$ cat config.mk
export PLATFORM = sky130hd
export DESIGN_NAME = chunk_serial_adder
export DESIGN_NICKNAME = d
export VERILOG_FILES = /design/src/rtl/chunk_serial_adder.sv
export SDC_FILE = /design/constraint.sdc
export NUM_CORES = 1
export LEC_CHECK = 0
export BUFFER_PORTS_ARGS = -buffer_cell sky130_fd_sc_hd__buf_2
export CAP_MARGIN = 20
export CELL_PAD_IN_SITES_DETAIL_PLACEMENT = 0
export CELL_PAD_IN_SITES_GLOBAL_PLACEMENT = 1
export CORE_UTILIZATION = 45
export CTS_CLUSTER_DIAMETER = 40
export CTS_CLUSTER_SIZE = 25
export DETAILED_ROUTE_END_ITERATION = 8
export GPL_TIMING_DRIVEN = 1
export PLACE_DENSITY = 0.87
export SLEW_MARGIN = 10
export SYNTH_ARGS = -nofsm -noshare
export SYNTH_HDL_FRONTEND = slang
export SYNTH_SLANG_ARGS = --single-unit
export TNS_END_PERCENT = 50
$ cat constraint.sdc
create_clock -name clk -period 5.19 [get_ports clk]
set_input_delay 0.2595 -clock clk [delete_from_list [all_inputs] [get_ports clk]]
set_output_delay 0.2595 -clock clk [all_outputs]
set_load 0.02 [all_outputs]
$ cat src/rtl/chunk_serial_adder.sv
// Multi-cycle adder: sums two WIDTH-bit operands CHUNK bits per clock, LSB chunk first,
// behind valid/ready handshakes. Define SUB_EN to add the sub port (a - b - c_in mode).
module chunk_serial_adder #(
   parameter int WIDTH = 16,
   parameter int CHUNK = 4
) (
   input  logic             clk,
   input  logic             rst_n,
   input  logic             in_valid,
   output logic             in_ready,
   input  logic [WIDTH-1:0] a,
   input  logic [WIDTH-1:0] b,
   input  logic             c_in,
`ifdef SUB_EN
   input  logic             sub,
`endif
   output logic             out_valid,
   input  logic             out_ready,
   output logic [WIDTH-1:0] s,
   output logic             c_out,
   output logic             ovf
);

   localparam int NCHUNK = WIDTH / CHUNK;
   localparam int CNT_W  = (NCHUNK > 1) ? $clog2(NCHUNK) : 1;
   localparam logic [CNT_W-1:0] LAST_CNT = CNT_W'(NCHUNK - 1);

   if (CHUNK < 1 || (WIDTH % CHUNK) != 0) begin : g_bad_chunk
      $error("chunk_serial_adder: WIDTH must be a non-zero multiple of CHUNK");
   end

   typedef enum logic [1:0] {
      IDLE = 2'd0,
      CALC = 2'd1,
      DONE = 2'd2
   } state_t;

   state_t           r_state;
   logic [WIDTH-1:0] r_a;
   logic [WIDTH-1:0] r_b;
   logic [WIDTH-1:0] r_s;
   logic [CNT_W-1:0] r_cnt;
   logic             r_carry;
   logic             r_c_out;
   logic             r_ovf;
   logic             r_out_valid;

   logic [WIDTH-1:0] w_b_in;
   logic             w_c_in;
   logic [CHUNK-1:0] w_sum;
   logic             w_cout;
   logic             w_ovf;

   // Subtraction is a + ~b + ~c_in; inverting before the operand register latches the mode.
`ifdef SUB_EN
   assign w_b_in = sub ? ~b : b;
   assign w_c_in = sub ? ~c_in : c_in;
`else
   assign w_b_in = b;
   assign w_c_in = c_in;
`endif

   // Operands shift right each CALC cycle, so the active chunk is always the low CHUNK bits.
   assign {w_cout, w_sum} = {1'b0, r_a[CHUNK-1:0]} + {1'b0, r_b[CHUNK-1:0]}
                          + {{CHUNK{1'b0}}, r_carry};

   // Carry into the MSB is a^b^sum at that bit; xor with carry out gives signed overflow.
   assign w_ovf = r_a[CHUNK-1] ^ r_b[CHUNK-1] ^ w_sum[CHUNK-1] ^ w_cout;

   assign in_ready  = (r_state == IDLE);
   assign out_valid = r_out_valid;
   assign s         = r_s;
   assign c_out     = r_c_out;
   assign ovf       = r_ovf;

   // NOTE: sequential state uses non-blocking assignments so every register samples
   // the pre-edge values of the others, independent of statement order.
   always_ff @(posedge clk or negedge rst_n) begin
      if (!rst_n) begin
         r_state     <= IDLE;
         r_a         <= '0;
         r_b         <= '0;
         r_s         <= '0;
         r_cnt       <= '0;
         r_carry     <= 1'b0;
         r_c_out     <= 1'b0;
         r_ovf       <= 1'b0;
         r_out_valid <= 1'b0;
      end else begin
         case (r_state)
            IDLE: begin
               if (in_valid) begin
                  r_a     <= a;
                  r_b     <= w_b_in;
                  r_carry <= w_c_in;
                  r_cnt   <= '0;
                  r_state <= CALC;
               end
            end
            CALC: begin
               // Result chunks enter at the top and slide down, landing LSB-first in place.
               r_s     <= (r_s >> CHUNK) | (WIDTH'(w_sum) << (WIDTH - CHUNK));
               r_a     <= r_a >> CHUNK;
               r_b     <= r_b >> CHUNK;
               r_carry <= w_cout;
               r_cnt   <= r_cnt + CNT_W'(1);
               if (r_cnt == LAST_CNT) begin
                  r_c_out     <= w_cout;
                  r_ovf       <= w_ovf;
                  r_out_valid <= 1'b1;
                  r_state     <= DONE;
               end
            end
            DONE: begin
               if (out_ready) begin
                  r_out_valid <= 1'b0;
                  r_state     <= IDLE;
               end
            end
            default: r_state <= IDLE;
         endcase
      end
   end

endmodule

# --- Word level (Yosys, flattened, before mapping) ---
# Index checks and enable logic that the tools add are counted.
word_totals:
  regBits: 56
  latchBits: 0
  ram_bits: 0
  romBits: 0
  output_inout_bits: 20
  wordCells: 44
  n_memories: 0
classes:
  addsub: 3
  multipliers: 0
  div: 0
  order_cmp: 0
  n_eq_ne: 6
  shift: 0
  n_mux: 15
  bitwise: 4
  n_reduce_logical: 7
ops:
  columns: ["cell", "count"]
  rows:
  - ["$pmux W16 S2", 2]
  - ["$mux W16", 2]
  - ["$or A12 B16 Y16", 1]
  - ["$mux W2", 4]
  - ["$ne A2 B2 Y1 const B", 3]
  - ["$pmux W2 S3", 1]
  - ["$reduce_and A3 Y1", 2]
  - ["$add A4 B4 Y5", 1]
  - ["$add A5 B1 Y5", 1]
  - ["$eq A2 B2 Y1 const B", 2]
  - ["$pmux W1 S2", 2]
  - ["$pmux W2 S2", 1]
  - ["$reduce_and A2 Y1", 2]
  - ["$reduce_bool A2 Y1", 2]
  - ["$mux W1", 3]
  - ["$xor A1 B1 Y1", 3]
  - ["$add A2 B1 Y2 const B", 1]
  - ["$eq A2 B1 Y1 const B", 1]
  - ["$logic_not A2 Y1", 1]

# --- Longest topological paths before layout ---
# Gate-level depths: netlist (run 1).
logic_depth:
  depth_word: 4
  mapped_depth: 7
  ltp_nobuf: 7

# --- Least setup slack after synthesis (run 1) ---
# No wires, ideal clock.
synth_timing:
  path_kind: "register -> register"
  startpoint: "register r_a[0]"
  endpoint: "register r_ovf (netlist: ovf)"
  setup_time_ns: 0.123
  t_arrival_ns: 1.521
  required_ns: 5.067
  path_slack_ns: 3.546
  stages_incl_launch_ff: 8
  period_less_slack_ns: 1.644
  cell_sequence: "dfrtp_1 fa_1 inv_1 fa_1 nand2b_1 o2bb2ai_1 xnor2_1 o21ai_1"
synth_between:
  elab_chain_len: 4
synth_lines:
  columns: ["item", "line_no", "source"]
  rows:
  - ["start, declared", "39", "logic [WIDTH-1:0] r_a;"]
  - ["start signal, assigned", "103", "r_a <= r_a >> CHUNK;"]
  - ["$add A4 B4 Y5 (*)", "64", "assign {w_cout, w_sum} = {1'b0, r_a[CHUNK-1:0]} + {1'b0, r_b[CHUNK-1:0]}"]
  - ["$add A5 B1 Y5 (*)", "65", "+ {{CHUNK{1'b0}}, r_carry};"]
  - ["$xor A1 B1 Y1", "68", "assign w_ovf = r_a[CHUNK-1] ^ r_b[CHUNK-1] ^ w_sum[CHUNK-1] ^ w_cout;"]
  - ["$xor A1 B1 Y1 (*)", "68", null]
  - ["end signal, assigned", "109", "r_ovf <= w_ovf;"]
  - ["end, declared", "45", "logic r_ovf;"]
# Mark *: on every way between the ends. The rest lies on a longest branch, timed or not.
# A chain may end at the register's enable or synchronous reset.

# --- Worst setup path in the final report (run 1) ---
layout_timing:
  startpoint: "register r_state[1]"
  endpoint: "register r_c_out (netlist: c_out)"
layout_between:
  elab_chain_len: 2
layout_lines:
  columns: ["item", "line_no", "source"]
  rows:
  - ["start, declared", "38", "state_t r_state;"]
  - ["start signal, assigned", "80", "r_state <= IDLE;"]
  - ["start signal, assigned", "97", "r_state <= CALC;"]
  - ["start signal, assigned", "111", "r_state <= DONE;"]
  - ["$eq A2 B1 Y1", "90", "case (r_state)"]
  - ["$reduce_and A2 Y1 (no source line)", null, null]
  - ["end signal, assigned", "108", "r_c_out <= w_cout;"]
  - ["end, declared", "44", "logic r_c_out;"]
# Every way passes these cells.

==> results of run 1 <==
==> placed cells by master, fill, tap and decap left out, drive strengths merged <==
| cell | count |
|---|---|
| a21o | 1 |
| a21oi | 11 |
| a22o | 9 |
| a22oi | 18 |
| buf | 58 |
| clkbuf | 6 |
| clkinv | 1 |
| dfrtp | 56 |
| fa | 2 |
| ha | 4 |
| inv | 6 |
| nand2 | 66 |
| nand2b | 2 |
| nor2 | 5 |
| nor2b | 2 |
| o21ai | 25 |
| o22a | 1 |
| o22ai | 13 |
| o2bb2ai | 1 |
| o31ai | 1 |
| xnor2 | 1 |
| xor2 | 2 |
==> power by group through the flow <==
stage          Clock (mW)  Sequential, mW  Combinational [mW]
2_1_floorplan           0           0.815               0.659
3_3_place_gp            0           0.773               0.841
3_5_place_dp            0           0.780               0.872
4_1_cts             0.234           0.771               0.874
5_1_grt             0.254           0.799               0.975
6_report            0.228           0.769               0.861
==> registers in the layout, summed over array words and instances, names as in the netlist <==
signal     count
c_out          1
r_b           16
out_valid      1
r_carry        1
r_state        2
s             16
r_a           16
ovf            1
r_cnt          2
==> layout make-up <==
| type | count | share of cell area (%) |
|---|---|---|
| Inverter | 6 | 0.772 |
| Tap cell | 72 | 3.09 |
| Clock inverter | 1 | 0.171 |
| Timing Repair Buffer | 58 | 10.1 |
| Sequential cell | 56 | 48.0 |
| Multi-Input combinational cell | 164 | 35.4 |
| Clock buffer | 6 | 2.49 |
==> through the flow <==
stage               setup slack (ns)  hold WS, ns  cells
global route                    2.63        0.111    363
floorplan                       3.55      -0.0361    242
finish                          2.90       0.0665    363
CTS                             2.86        0.109    363
global placement                2.93        0.438    356
detailed placement              2.89        0.442    356
==> per-layer routing <==
metal / GRT usage [%] / vias to the layer above / routed length, microns
met5: 0 / - / 0
met4: 4.63 / 0 / 44
met3: 4.47 / 5 / 261
met2: 30.4 / 58 / 2480
met1: 24.4 / 892 / 2310
li1: - / 939 / -
==> cells by family after synthesis <==
group / synth area share, %
fa+ha+maj: 3.48
flops: 54.1
simple gates: 12.1
buf+inv: 6.13
xor+xnor: 1.01
compound gates: 23.2
==> worst max path at each step <==
stage | start | to | slack [ns] | depth (start not counted)
5_1_grt | r_state[1] | c_out | 2.63 | 4
6_report | r_state[1] | c_out | 2.90 | 4
3_5_place_dp | r_state[1] | c_out | 2.89 | 4
4_1_cts | r_state[1] | c_out | 2.86 | 4
3_3_place_gp | r_state[1] | c_out | 2.93 | 4
2_1_floorplan | r_a[0] | ovf | 3.55 | 7
==> results_dict.tcl, run 1 <==
set metrics [dict create \
    clockRootBuffer "clkbuf_8" \
    syn_inst 242 \
    die_y_microns 77.9 \
    critical_path_buf_inv_count 0 \
    seq_power_share_pct 41.4 \
    crit_top_cell "nand2_1" \
    required_ns 5.38 \
    max_freq_mhz 437 \
    drive_above_1_share_pct 30.2 \
    cp_slowest_cell "nor2b_1" \
    routed_wl_microns 5090 \
    cts_tree "yes" \
    gp_congestion 0.770 \
    slowest_delay_ns 0.96 \
    synth_warnings 0 \
    cp_cell_sequence "nor2b_1 > nand2_1 > nand2_1 > o21ai_0" \
    area_growth_pct 12.6 \
    power_leakage_nw 1.42 \
    clk_pin_slew_ns 0.09 \
    setup_viol 0 \
    multi_input_area_sq_um 1030 \
    viasPerCell 5.22 \
    p_per_area_nw_per_um2 636 \
    drt-initial-drc-count 124 \
    combinationalPowerShare_pct 46.4 \
    max_cap_violations 0 \
    final_core_util_pct 52.7 \
    post-cts-setup-buffers 0 \
    fin_nets 334 \
    cts_resized 0 \
    clockPowerShare_pct 12.3 \
    synth-seq-cells 56 \
    syn_nets 285 \
    setup_tns_ns 0 \
    num_vias 1894 \
    switching_power_mw 0.809 \
    firstDrtPassIters 4 \
    grt_use_total_pct 18.4 \
    tightest_slew_ns 1.03 \
    min_path_type "in -> async" \
    cts_made_buffers 5 \
    grt_antenna_before_repair 0 \
    routedWlPerCell_microns 14.0 \
    r2r_slack_ns 2.90 \
    worstSetupPathType "reg -> reg" \
    skew_ns 0.00568 \
    syn_area_sq_um 2590 \
    placed_area_sq_um 2840 \
    ys.flop_type "dfrtp_1" \
    fillCellCount 535 \
    yosysMostFrequentCell "nand2_1" \
    hpwl_microns 3390 \
    die-area_sq_um 6070 \
    htreeDepth 2 \
    rows 27 \
    cts_sinks 56 \
    clk_path_buf_depth 2 \
    cp-end-kind "register" \
    yosysSeqAreaShare_pct 54.1 \
    hold_violations 0 \
    die_w_microns 77.9 \
    yosys.area.top_type "dfrtp_1" \
    crit_family "simple AND/OR/NAND/NOR gates" \
    netSwitchingFraction_pct 43.6 \
    period_share_pct 44.1 \
    pin_count 57 \
    relSlewSlack_pct 31.3 \
    core_area_sq_um 5540 \
    async_flop_share_pct 100 \
    grt-ovfl-total 0 \
    seqCellArea_sq_um 1400 \
    grt_pass1_vias 1819 \
    p_total_mw 1.86 \
    synth_top_area_share_pct 54.1 \
    start_kind "register" \
    insertedDiodeCount 0 \
    r2r-start "r_state[1]" \
    synth_area_leaders "dfrtp_1, nand2_1, a22oi_2" \
    peakVddDrop_v 0.000214 \
    finalInstanceArea_sq_um 2920 \
    status "completed" \
    crit_arrival_ns 2.47 \
    grt_max_degree 57 \
    grt_first_pass_wirelength_microns 8650 \
    ys_top_cells_by_count "nand2_1, dfrtp_1, o21ai_1, o22ai_1, a21oi_1" \
    ys_types 34 \
    intPower_mw 1.05 \
    avgSynthCellArea_sq_um 10.7 \
    finalCriticalPeriod_ns 2.29 \
    insertion_delay_ns 0.31 \
    start_util_pct 46.8 \
    cts_hold_buf 0 \
    portBuffers 56 \
    crit_fanout 24 \
    rsz0062_at_grt "no" \
    drc_errors 0 \
    slew_viol_final 0 \
    synth-edff-count 0 \
    r2r_cells 4 \
    r2r-end "c_out" \
    ant_nets 0 \
]
(Power assumes the default switching activity.)
==> run 2: changes to the inputs <==
- CORE_UTILIZATION: 45 -> 37
- PLACE_DENSITY: 0.87 -> 0.77
- clock period: 5.19 -> 2 ns (I/O delays scaled with it)
==> run 2 against run 1 <==
Net effect:
- via count up 4.2%
- first-iteration DRC count down 20%
- fmax increased by 30%
- sequential power rose to 2.6 times the previous value
- register-to-register slack got worse by 2.7 ns
- utilization shrank 7.0 points
==> results_dict.tcl, run 2 (synthesis results as in run 1) <==
set metrics [dict create \
    placed_area_sq_um 2910 \
    cts_made_buffers 5 \
    min_path_cells 3 \
    ant_nets 0 \
    hold_slack_ns 0.0458 \
    r2r-end "ovf" \
    core_area_sq_um 6790 \
    max_freq_mhz 567 \
    drc_errors 0 \
    layout_common_cells "nand2_1, dfrtp_1, buf_2" \
    finalInstanceArea_sq_um 3100 \
    hold_start "a[9]" \
    slew_viol_final 0 \
    max_cap_violations 0 \
    min_to "r_a[9]" \
    routed_wl_microns 5460 \
    insertedDiodeCount 0 \
    die_w_microns 85.7 \
    grt_antenna_before_repair 0 \
    status "completed" \
    rsz0062_at_grt "no" \
    r2r-start "r_a[0]" \
    drt-initial-drc-count 99 \
    area_growth_pct 19.7 \
    crit_arrival_ns 1.97 \
    fin_nets 347 \
    min_path_type "in -> reg" \
    gp_congestion 0.767 \
    routedWlPerCell_microns 13.6 \
    period_share_pct 88.2 \
    grt_first_pass_wirelength_microns 9260 \
    cts_resized 0 \
    hold_violations 0 \
    clk_pin_slew_ns 0.11 \
    grt_use_total_pct 16.2 \
    clk_path_buf_depth 2 \
    tightest_slew_ns 0.766 \
    setup_viol 0 \
    start_kind "register" \
    use_met3_pct 3.85 \
    insertion_delay_ns 0.32 \
    rows 30 \
    viasPerCell 4.92 \
    portBuffers 56 \
    finalCriticalPeriod_ns 1.76 \
    skew_ns 0.0103 \
    grt_pass1_vias 1960 \
    grt-busiest-layer "met2" \
    r2r_cells 7 \
    p_per_area_nw_per_um2 1600 \
    r2r_slack_ns 0.24 \
    final_common_cell "nand2_1" \
    firstDrtPassIters 4 \
    hpwl_microns 3760 \
    htreeDepth 2 \
    drive_above_1_share_pct 30.5 \
    grt_use_met2_pct 27.3 \
    grt_max_degree 32 \
    cts_sinks 56 \
    use_met1_pct 20.1 \
    cts_tree "yes" \
    crit_fanout 3 \
    power_leakage_nw 1.48 \
    pin_count 57 \
    num_vias 1973 \
    required_ns 2.21 \
    setup_tns_ns 0 \
    clockRootBuffer "clkbuf_8" \
    peakVddDrop_v 0.000586 \
    die_y_microns 85.7 \
    die-area_sq_um 7350 \
    relSlewSlack_pct 48.8 \
    cp-end-kind "register" \
    worstSetupPathType "reg -> reg" \
    start_util_pct 38.2 \
    grt-ovfl-total 0 \
]
-- run 2: changes by cell type in the layout (fill, tap and decap cells not counted) --
cell,change
dlygate4sd3_1,+10
buf_4,+2
clkinvlp_4,+2
buf_12,+1
clkbuf_1,-1
clkbuf_8,+1
clkinv_2,-1
-- run 2: worst max-delay path: stages (launching register included) --
cell and delay (ns):
dfrtp_1 0.43, fa_1 0.45, inv_1 0.08, fa_1 0.20
nand2b_1 0.11, o2bb2ai_1 0.17, xnor2_1 0.16, o21ai_1 0.07
-- run 2: final cells by class --
class	count	area [sq um]
repair buffers	71	430
clock buffers	6	82.6
multi-input cells	164	1030
fillers	669	3690
inverters	6	22.5
flip-flops and latches	56	1400
clock inverters	2	15.0
well taps	96	120
-- run 2: layer usage --
layer	wire length (microns)	vias up
met3	247	9
met2	2600	59
met4	95	0
met1	2510	944
met5	0	-
li1	-	961
-- run 2: through the flow --
| step | utilization (%) | cells | total power, mW | setup WS (ns) |
|---|---|---|---|---|
| global placement | 42.8 | 383 | 4.28 | 0.295 |
| CTS | 45.5 | 400 | 5.02 | 0.226 |
| detailed placement | 42.8 | 383 | 4.35 | 0.238 |
| global route | 45.7 | 401 | 5.40 | 0.119 |
| floorplan | - | 242 | 3.82 | 0.356 |
| finish | 45.7 | 401 | 4.96 | 0.236 |
-- run 2: where the power goes --
group | internal, mW | switching (mW) | total [mW]
clock network | 0.281 | 0.379 | 0.661
logic | 0.912 | 1.40 | 2.32
registers | 1.62 | 0.364 | 1.99
-- run 2: what timing repair did --
item / 4_1_cts / 5_1_grt
hold buffers: 9 / 1
endpoints found under the hold margin: 33 / 1
setup buffers: 0 / 0
-- run 2: how the worst max path moves through the flow --
stage               startpoint   to  slack (ns)  cells past startpoint
floorplan               r_a[0]  ovf        0.36                      7
global placement        r_a[0]  ovf        0.29                      7
detailed placement      r_a[0]  ovf        0.24                      7
CTS                     r_a[0]  ovf        0.23                      7
global route            r_a[0]  ovf        0.12                      7
finish                  r_a[0]  ovf        0.24                      7
==> run 3: changes to the inputs <==
- CORE_MARGIN: default -> 4
- SETUP_SLACK_MARGIN: default -> 0.05
==> run 3 against run 2 <==
Net effect:
- power increased by 2.6%
- largest power group unchanged
- critical path depth unchanged
- critical endpoint unchanged
- first-iteration DRC count decreased by 52%
- via count decreased by 1.9%
- die area increased by 14%
==> results_dict.tcl, run 3 (synthesis results as in run 1) <==
set metrics [dict create \
    routedWlPerCell_microns 14.0 \
    die-area_sq_um 8410 \
    cts_made_buffers 5 \
    slowest_delay_ns 0.46 \
    pin_count 57 \
    cp-end-kind "register" \
    critical_path_buf_inv_count 1 \
    insertion_delay_ns 0.31 \
    gp_congestion 0.731 \
    area_growth_pct 21.0 \
    start_util_pct 38.2 \
    drt-initial-drc-count 48 \
    die_w_microns 91.7 \
    firstDrtPassIters 4 \
    netSwitchingFraction_pct 42.4 \
    max_cap_violations 0 \
    start_kind "register" \
    grt-ovfl-total 0 \
    layout_common_cells "nand2_1, dfrtp_1, buf_2" \
    crit_fanout 3 \
    worstSetupPathType "reg -> reg" \
    crit_arrival_ns 2.00 \
    p_per_area_nw_per_um2 1620 \
    cp_cell_sequence "fa_1 > inv_1 > fa_1 > nand2b_1 > o2bb2ai_1 > xnor2_1 > o21ai_1" \
    relSlewSlack_pct 50.4 \
    switching_power_mw 2.16 \
    status "completed" \
    die_y_microns 91.7 \
    viasPerCell 4.80 \
    fillCellCount 687 \
    grt_pass1_vias 2105 \
    clockPowerShare_pct 14.9 \
    final_core_util_pct 46.2 \
    finalCriticalPeriod_ns 1.80 \
    cp_slowest_cell "fa_1" \
    power_leakage_nw 1.51 \
    intPower_mw 2.93 \
    period_share_pct 89.8 \
    rsz0062_at_grt "no" \
    clk_path_buf_depth 2 \
    htreeDepth 2 \
    min_path_type "in -> reg" \
    clk_pin_slew_ns 0.11 \
    grt_first_pass_wirelength_microns 9980 \
    crit_family "adder cells" \
    grt_use_total_pct 14.4 \
    cts_resized 0 \
    peakVddDrop_v 0.000663 \
    cts_sinks 56 \
    seq_power_share_pct 39.1 \
    setup_viol 0 \
    routed_wl_microns 5650 \
    portBuffers 56 \
    cts_tree "yes" \
    combinationalPowerShare_pct 46.0 \
    core_area_sq_um 6790 \
    slew_viol_final 0 \
    max_freq_mhz 557 \
    hold_violations 0 \
    ant_nets 0 \
    hpwl_microns 3850 \
    setup_tns_ns 0 \
    grt_antenna_before_repair 1 \
    rows 30 \
    insertedDiodeCount 0 \
    final_common_cell "nand2_1" \
    crit_top_cell "fa_1" \
    fin_nets 349 \
    skew_ns 0.00825 \
    required_ns 2.21 \
    num_vias 1935 \
    drc_errors 0 \
    clockRootBuffer "clkbuf_8" \
    tightest_slew_ns 0.741 \
    drive_above_1_share_pct 30.9 \
    grt_max_degree 57 \
]
[run 3: cell type report]
type	count	area (sq um)	share of cell area, %
clock buffer	5	68.8	2.19
clock inverter	3	47.5	1.52
inverter	6	22.5	0.718
multi-input combinational	164	1030	32.9
sequential	56	1400	44.7
tap	96	120	3.83
timing repair buffer	73	445	14.2
[run 3: worst paths after layout]
path / end / depth (start not counted) / from / slack, ns
worst max register to register: ovf / 7 / r_a[0] / 0.20
max in group asynchronous: r_a[14] / 3 / rst_n / 1.43
min in group asynchronous: s[7] / 3 / rst_n / 0.30
worst min register to register: s[2] / 2 / s[2] / 0.47
worst min-delay path: r_a[9] / 3 / a[9] / 0.05
worst max-delay path: ovf / 7 / r_a[0] / 0.20
[run 3: power by group through the flow]
stage | clock (mW) | sequential [mW] | combinational [mW]
2_1_floorplan | 0 | 2.11 | 1.71
3_3_place_gp | 0 | 2.01 | 2.30
3_5_place_dp | 0 | 2.03 | 2.36
4_1_cts | 0.786 | 2.00 | 2.38
5_1_grt | 0.832 | 2.07 | 2.66
6_report | 0.759 | 1.99 | 2.34
[run 3: tightest hold or removal path: stages]
cell and delay, ns:
buf_2 0.08, a22oi_2 0.05, o21ai_2 0.10
[run 3: routing by layer]
| layer | track usage [%] | part of all wire, % |
|---|---|---|
| met5 | 0 | 0.12 |
| met4 | 2.60 | 0.51 |
| met3 | 3.86 | 5.7 |
| met2 | 24.8 | 47 |
| met1 | 18.3 | 47 |
[run 3: through the flow]
step	area, sq um	power, mW	hold WS, ns	worst slack, ns	cells
floorplan	2590	3.82	-0.196	0.356	242
global placement	2920	4.31	0.125	0.287	385
detailed placement	2920	4.39	0.124	0.211	385
CTS	3140	5.17	0.0419	0.200	403
global route	3140	5.57	0.0537	0.103	403
finish	3140	5.09	0.0522	0.203	403
[run 3: repair_timing]
item	4_1_cts	5_1_grt
endpoints found under the hold margin	65	0
hold buffers	10	0
setup buffers	0	0
